### src/rtl/rv32_inst_encoder.sv
`default_nettype none
// ============================================================================
//  Module      : rv32_inst_encoder
//  Description : Combinational RV32I instruction encoder feeding a 2-entry
//                output FIFO with valid/ready handshakes on both sides and a
//                16-bit accepted-request counter.
//                Optional macro RV32_ENC_IMM_CHECK_EN enables immediate range
//                checking (out-of-range requests are rejected as a NOP).
//  Revision    : 1.0 - initial release
// ============================================================================
module rv32_inst_encoder (
   input  logic        i_clk,
   input  logic        i_rst_n,
   input  logic        i_valid,
   output logic        o_ready,
   input  logic [4:0]  i_op,
   input  logic [4:0]  i_rd,
   input  logic [4:0]  i_rs1,
   input  logic [4:0]  i_rs2,
   input  logic [31:0] i_imm,
   output logic        o_valid,
   input  logic        i_ready,
   output logic [31:0] o_inst,
   output logic        o_invalid,
   output logic [15:0] o_count
);

   localparam logic [6:0]  OPC_R      = 7'b0110011;
   localparam logic [6:0]  OPC_I      = 7'b0010011;
   localparam logic [6:0]  OPC_LOAD   = 7'b0000011;
   localparam logic [6:0]  OPC_STORE  = 7'b0100011;
   localparam logic [6:0]  OPC_BRANCH = 7'b1100011;
   localparam logic [6:0]  OPC_JAL    = 7'b1101111;
   localparam logic [6:0]  OPC_JALR   = 7'b1100111;
   localparam logic [6:0]  OPC_LUI    = 7'b0110111;
   localparam logic [6:0]  OPC_AUIPC  = 7'b0010111;
   localparam logic [31:0] NOP_INST   = 32'h0000_0013;

   // Immediate range flags; without the check every immediate is accepted
   // and simply truncated to the format's bits.
   logic i_fmt_ok, b_fmt_ok, j_fmt_ok, u_fmt_ok;
`ifdef RV32_ENC_IMM_CHECK_EN
   assign i_fmt_ok = (&i_imm[31:11]) | ~(|i_imm[31:11]);
   assign b_fmt_ok = ((&i_imm[31:12]) | ~(|i_imm[31:12])) & ~i_imm[0];
   assign j_fmt_ok = ((&i_imm[31:20]) | ~(|i_imm[31:20])) & ~i_imm[0];
   assign u_fmt_ok = ~(|i_imm[11:0]);
`else
   assign i_fmt_ok = 1'b1;
   assign b_fmt_ok = 1'b1;
   assign j_fmt_ok = 1'b1;
   assign u_fmt_ok = 1'b1;
`endif

   logic [31:0] enc_inst;
   logic        enc_bad;
   logic        fmt_ok;
   logic        op_ok;

   // Encode the request fields into an instruction word (or reject it)
   always_comb begin
      enc_inst = '0;
      fmt_ok   = 1'b1;
      op_ok    = 1'b1;
      case (i_op)
         5'd0:  enc_inst = {7'b0000000, i_rs2, i_rs1, 3'b000, i_rd, OPC_R};
         5'd1:  enc_inst = {7'b0100000, i_rs2, i_rs1, 3'b000, i_rd, OPC_R};
         5'd2:  enc_inst = {7'b0000000, i_rs2, i_rs1, 3'b010, i_rd, OPC_R};
         5'd3:  enc_inst = {7'b0000000, i_rs2, i_rs1, 3'b011, i_rd, OPC_R};
         5'd4:  begin enc_inst = {i_imm[11:0], i_rs1, 3'b000, i_rd, OPC_I};    fmt_ok = i_fmt_ok; end
         5'd5:  begin enc_inst = {i_imm[11:0], i_rs1, 3'b010, i_rd, OPC_I};    fmt_ok = i_fmt_ok; end
         5'd6:  begin enc_inst = {i_imm[11:0], i_rs1, 3'b011, i_rd, OPC_I};    fmt_ok = i_fmt_ok; end
         5'd7:  begin enc_inst = {i_imm[11:0], i_rs1, 3'b010, i_rd, OPC_LOAD}; fmt_ok = i_fmt_ok; end
         5'd8:  begin
            enc_inst = {i_imm[11:5], i_rs2, i_rs1, 3'b010, i_imm[4:0], OPC_STORE};
            fmt_ok   = i_fmt_ok;
         end
         5'd9, 5'd10, 5'd11, 5'd12, 5'd13, 5'd14: begin
            // funct3 for BEQ..BGEU: 000,001,100,101,110,111
            enc_inst = {i_imm[12], i_imm[10:5], i_rs2, i_rs1, 3'b000,
                        i_imm[4:1], i_imm[11], OPC_BRANCH};
            case (i_op)
               5'd10:   enc_inst[14:12] = 3'b001;
               5'd11:   enc_inst[14:12] = 3'b100;
               5'd12:   enc_inst[14:12] = 3'b101;
               5'd13:   enc_inst[14:12] = 3'b110;
               5'd14:   enc_inst[14:12] = 3'b111;
               default: enc_inst[14:12] = 3'b000;
            endcase
            fmt_ok = b_fmt_ok;
         end
         5'd15: begin
            enc_inst = {i_imm[20], i_imm[10:1], i_imm[11], i_imm[19:12], i_rd, OPC_JAL};
            fmt_ok   = j_fmt_ok;
         end
         5'd16: begin enc_inst = {i_imm[11:0], i_rs1, 3'b000, i_rd, OPC_JALR}; fmt_ok = i_fmt_ok; end
         5'd17: begin enc_inst = {i_imm[31:12], i_rd, OPC_LUI};   fmt_ok = u_fmt_ok; end
         5'd18: begin enc_inst = {i_imm[31:12], i_rd, OPC_AUIPC}; fmt_ok = u_fmt_ok; end
         default: op_ok = 1'b0;
      endcase
      enc_bad = ~op_ok | ~fmt_ok;
      if (enc_bad) begin
         enc_inst = NOP_INST;
      end
   end

   // FIFO state: two entries of {inst, invalid}
   logic [32:0] mem_q [2];
   logic [32:0] mem_d [2];
   logic        wr_ptr_q, wr_ptr_d;
   logic        rd_ptr_q, rd_ptr_d;
   logic [1:0]  occ_q, occ_d;
   logic [15:0] cnt_q, cnt_d;
   logic        ready_q, ready_d;
   logic        push, pop;

   // ready is a flop so it reads 0 through reset and rises one edge later
   assign o_ready   = ready_q;
   assign o_valid   = (occ_q != 2'd0);
   assign o_inst    = o_valid ? mem_q[rd_ptr_q][32:1] : 32'h0;
   assign o_invalid = o_valid ? mem_q[rd_ptr_q][0]    : 1'b0;
   assign o_count   = cnt_q;
   assign push      = i_valid & ready_q;
   assign pop       = o_valid & i_ready;

   // Next-state for FIFO pointers, occupancy, counter and ready flag
   always_comb begin
      mem_d[0] = mem_q[0];
      mem_d[1] = mem_q[1];
      wr_ptr_d = wr_ptr_q;
      rd_ptr_d = rd_ptr_q;
      occ_d    = occ_q;
      cnt_d    = cnt_q;
      if (push) begin
         mem_d[wr_ptr_q] = {enc_inst, enc_bad};
         wr_ptr_d        = ~wr_ptr_q;
         cnt_d           = cnt_q + 16'd1;
      end
      if (pop) begin
         rd_ptr_d = ~rd_ptr_q;
      end
      case ({push, pop})
         2'b10:   occ_d = occ_q + 2'd1;
         2'b01:   occ_d = occ_q - 2'd1;
         default: occ_d = occ_q;
      endcase
      ready_d = (occ_d < 2'd2);
   end

   // State registers with synchronous active-low reset; storage is not reset
   always_ff @(posedge i_clk) begin
      mem_q[0] <= mem_d[0];
      mem_q[1] <= mem_d[1];
      if (!i_rst_n) begin
         wr_ptr_q <= 1'b0;
         rd_ptr_q <= 1'b0;
         occ_q    <= 2'd0;
         cnt_q    <= 16'd0;
         ready_q  <= 1'b0;
      end else begin
         wr_ptr_q <= wr_ptr_d;
         rd_ptr_q <= rd_ptr_d;
         occ_q    <= occ_d;
         cnt_q    <= cnt_d;
         ready_q  <= ready_d;
      end
   end

endmodule
`default_nettype wire

### config.mk
export PLATFORM = sky130hd
export DESIGN_NAME = rv32_inst_encoder
export DESIGN_NICKNAME = d
export VERILOG_FILES = /design/src/rtl/rv32_inst_encoder.sv
export SDC_FILE = /design/constraint.sdc
export NUM_CORES = 1
export LEC_CHECK = 0
export ABC_AREA = 1
export BUFFER_PORTS_ARGS = -buffer_cell sky130_fd_sc_hd__buf_2
export CAP_MARGIN = 0
export CELL_PAD_IN_SITES_DETAIL_PLACEMENT = 0
export CELL_PAD_IN_SITES_GLOBAL_PLACEMENT = 1
export CORE_UTILIZATION = 25
export CTS_BUF_LIST = sky130_fd_sc_hd__clkbuf_8
export DETAILED_ROUTE_END_ITERATION = 7
export PLACE_DENSITY = 0.64
export SLEW_MARGIN = 30
export SYNTH_ARGS = -nofsm -noshare
export SYNTH_HDL_FRONTEND = slang
export SYNTH_SLANG_ARGS = --single-unit
### constraint.sdc
create_clock -name i_clk -period 2.3 [get_ports i_clk]
set_input_delay 0.23 -clock i_clk [delete_from_list [all_inputs] [get_ports i_clk]]
set_output_delay 0.23 -clock i_clk [all_outputs]
set_load 0.05 [all_outputs]
==> results.py <==
metrics = {
    "timing": {
        "worst_pin_slew_ns": 0.549,
        "timing.fmax_ghz": 0.476,
        "finalSetupViolations": 0,
        "slew_viol_final": 0,
        "clock_skew_ns": 0.00689,
        "slew_headroom_pct": 63.1,
        "finalHoldViolCount": 0,
        "worst_hold_slack_ns": 0.143,
        "fin_tns_setup_ns": 0,
        "layout_min_cycle_time_ns": 2.10,
        "rsz0062_at_grt": "false",
        "period_share_pct": 91.4,
    },
    "floorplanning": {
        "core_um2": 16100,
        "start_util_pct": 25.9,
        "die_w_um": 131,
        "dieArea_um2": 17200,
        "die_h_um": 131,
        "rows": 46,
        "io_pins": 107,
    },
    "synthesis": {
        "synth_area_um2": 4160,
        "avgSynthCellArea_um2": 8.47,
        "yosys_warnings": 0,
        "ys_ff_latch": 86,
        "synth-seq-area-share_pct": 56.8,
        "ys_types": 30,
        "netlist_instances": 491,
    },
    "cells_and_area": {
        "drive_gt1_share_pct": 25.0,
        "final_cell_mix": "182 x nand2_1, 106 x buf_2, 64 x edfxtp_1",
        "layout.nets": 656,
        "layout_commonest_cell": "nand2_1",
        "fin_cells": 819,
        "utilization_pct": 32.3,
        "diodes": 0,
        "area_delta_synth_final_pct": 24.6,
    },
    "critical_path": {
        "worst-path-buf-inv": 3,
        "r2r-end": "o_count[10]",
        "slowest_stage": "inv_1",
        "arrival_ns": 1.87,
        "rrSetupSlack_ns": 0.55,
        "crit_chain": "inv_1 -> buf_12 -> nand2_1 -> a21oi_1 -> buf_2",
        "start_kind": "flip-flop",
        "cp_max_fo": 21,
        "slowest_delay_ns": 0.34,
        "critPathKind": "reg2out",
        "worstSetupEndpointType": "output pin",
        "worstRegToRegCells": 9,
        "cp_top_family": "buffers and inverters",
        "crit-reg2reg-launch": "o_ready",
        "critPathRequiredTime_ns": 2.07,
    },
    "power": {
        "swShare_pct": 42.7,
        "power_density_nw_per_um2": 1010,
        "power_frac_comb_pct": 39.2,
        "p_leak_uw": 0.00228,
        "ir_drop_mv": 0.337,
        "clockPowerShare_pct": 24.2,
        "internal_power_uw": 3000,
        "power.switching_uw": 2240,
        "power_frac_seq_pct": 36.7,
    },
    "worst_hold_path": {
        "min_path_type": "in2reg",
        "whs_endpoint": "mem_q[0][17]",
        "min-delay-start": "i_rs1[1]",
        "min_path_cells": 3,
    },
    "global_route": {
        "groute.usage.overall_pct": 14.0,
        "first_global_vias": 3510,
        "met2_usage_pct": 23.1,
        "grt_max_degree": 34,
        "grt_busiest_layer": "met2",
        "grt_util_met1_pct": 17.4,
        "antenna_found_initial": 0,
        "gr-usage-met3_pct": 3.91,
        "grt_pass1_wl_mm": 17.8,
        "grt-ovfl-total": 0,
    },
    "placed_design": {
        "port_buffers": 106,
        "gp_congestion": 0.819,
        "hpwl_mm": 8.11,
        "place_inst": 803,
    },
    "clock_tree": {
        "cts_buffers": 9,
        "clk_pin_slew_ns": 0.08,
        "ctsHoldBuffers": 0,
        "h-tree-depth": 3,
        "clkSinkCount": 86,
        "clockRootBuffer": "clkbuf_8",
        "cts_tree": "done",
        "cts_resized": 0,
        "clk_latency_ns": 0.37,
        "clockBufferDepth": 2,
        "post_cts.repair.setup_buffers": 0,
    },
    "route": {
        "wl_mm": 11.3,
        "wl_per_cell_um": 13.8,
        "first_iter_violations": 199,
        "drtPass1Iterations": 4,
        "route.detailed.drc": 0,
        "routed-via-count": 3586,
        "final_antenna_net_count": 0,
        "via_per_inst": 4.38,
    },
    "job": {
        "drv_cap": 0,
    },
    "outcome": {
        "status": "finished clean",
    },
}
-- routing by layer --
layer | up-vias | wire length [µm]
li1 | 1829 | -
met1 | 1669 | 5250
met2 | 78 | 5410
met3 | 10 | 517
met4 | 0 | 125
met5 | - | 0
-- cell type report --
| class | count | area [µm²] |
|---|---|---|
| Fill cell | 1691 | 10900 |
| Sequential cell | 86 | 2360 |
| Multi-Input combinational cell | 346 | 1570 |
| Timing Repair Buffer | 111 | 581 |
| Tap cell | 216 | 270 |
| Inverter | 44 | 165 |
| Clock buffer | 9 | 124 |
| Clock inverter | 7 | 113 |
-- synth_stat cells --
master	instances	share of area (%)
a211oi_1	1	0.18
a21oi_1	47	5.7
a22oi_1	1	0.18
a31oi_1	1	0.15
buf_2	1	0.12
buf_4	2	0.36
buf_6	2	0.54
clkbuf_1	11	0.99
conb_1	1	0.090
dfxtp_1	22	11
edfxtp_1	64	46
ha_1	2	0.60
inv_1	38	3.4
inv_2	6	0.54
nand2_1	182	16
nand2_2	3	0.45
nand3_1	21	2.5
nand3_2	2	0.48
nand4_1	10	1.5
nand4_2	1	0.30
nor2_1	42	3.8
nor2_2	2	0.30
nor2_4	3	0.81
nor3_1	3	0.36
nor4_1	1	0.15
o21ai_0	13	1.6
o21ai_1	2	0.24
o21ai_2	4	0.84
o21bai_1	1	0.18
xor2_1	2	0.42
-- stage by stage --
stage	instance area (µm²)	worst slack, ns	power (µW)
after floorplan	4170	0.0555	3450
after global placement	4950	0.536	4030
after detailed placement	4950	0.553	4040
after CTS	5180	0.128	5330
after global routing	5180	0.0193	5540
final	5180	0.198	5230
-- kinds of logic after synthesis --
kind of cell	share of synthesized area (%)
AO/OA/AOI/OAI	9.00
XOR/XNOR	0.421
adder cells (fa/ha/maj)	0.602
buffers and inverters	5.99
flip-flops	56.8
other	0.0902
AND/OR/NAND/NOR	27.1
-- worst max path at each step --
stage / start / endpoint / slack (ns) / cells after the start
3_3_place_gp: flip-flop / o_inst[5] / 0.54 / 5
2_1_floorplan: o_ready / mem_q[1][0] / 0.06 / 3
4_1_cts: flip-flop / o_inst[5] / 0.13 / 5
3_5_place_dp: flip-flop / o_inst[5] / 0.55 / 5
6_report: flip-flop / o_inst[5] / 0.20 / 5
5_1_grt: flip-flop / o_inst[5] / 0.02 / 5
-- power by group through the flow --
stage	combinational [µW]	clock [µW]	sequential (µW)
floorplan	1460	0	1990
global placement	2080	0	1950
detailed placement	2090	0	1960
CTS	2100	1310	1920
global route	2230	1370	1940
finish	2050	1270	1920
-- sequential cells by signal (all words and copies together) (netlist names), named ones only --
signal / count
wr_ptr_q: 1
rd_ptr_q: 1
o_count: 16
occ_q: 2
mem_q: 64
o_ready: 1
-- worst register-to-register path, cell delays in order (launching register included) --
cell     delay (ns)
dfxtp_1        0.36
nand2_1        0.31
inv_1          0.29
nand2_1        0.07
nor2_1         0.18
nand2_1        0.11
nor2_1         0.15
nand2_1        0.07
nand2_1        0.06
a21oi_1        0.04
No activity file was read; power rests on OpenSTA's default activity.
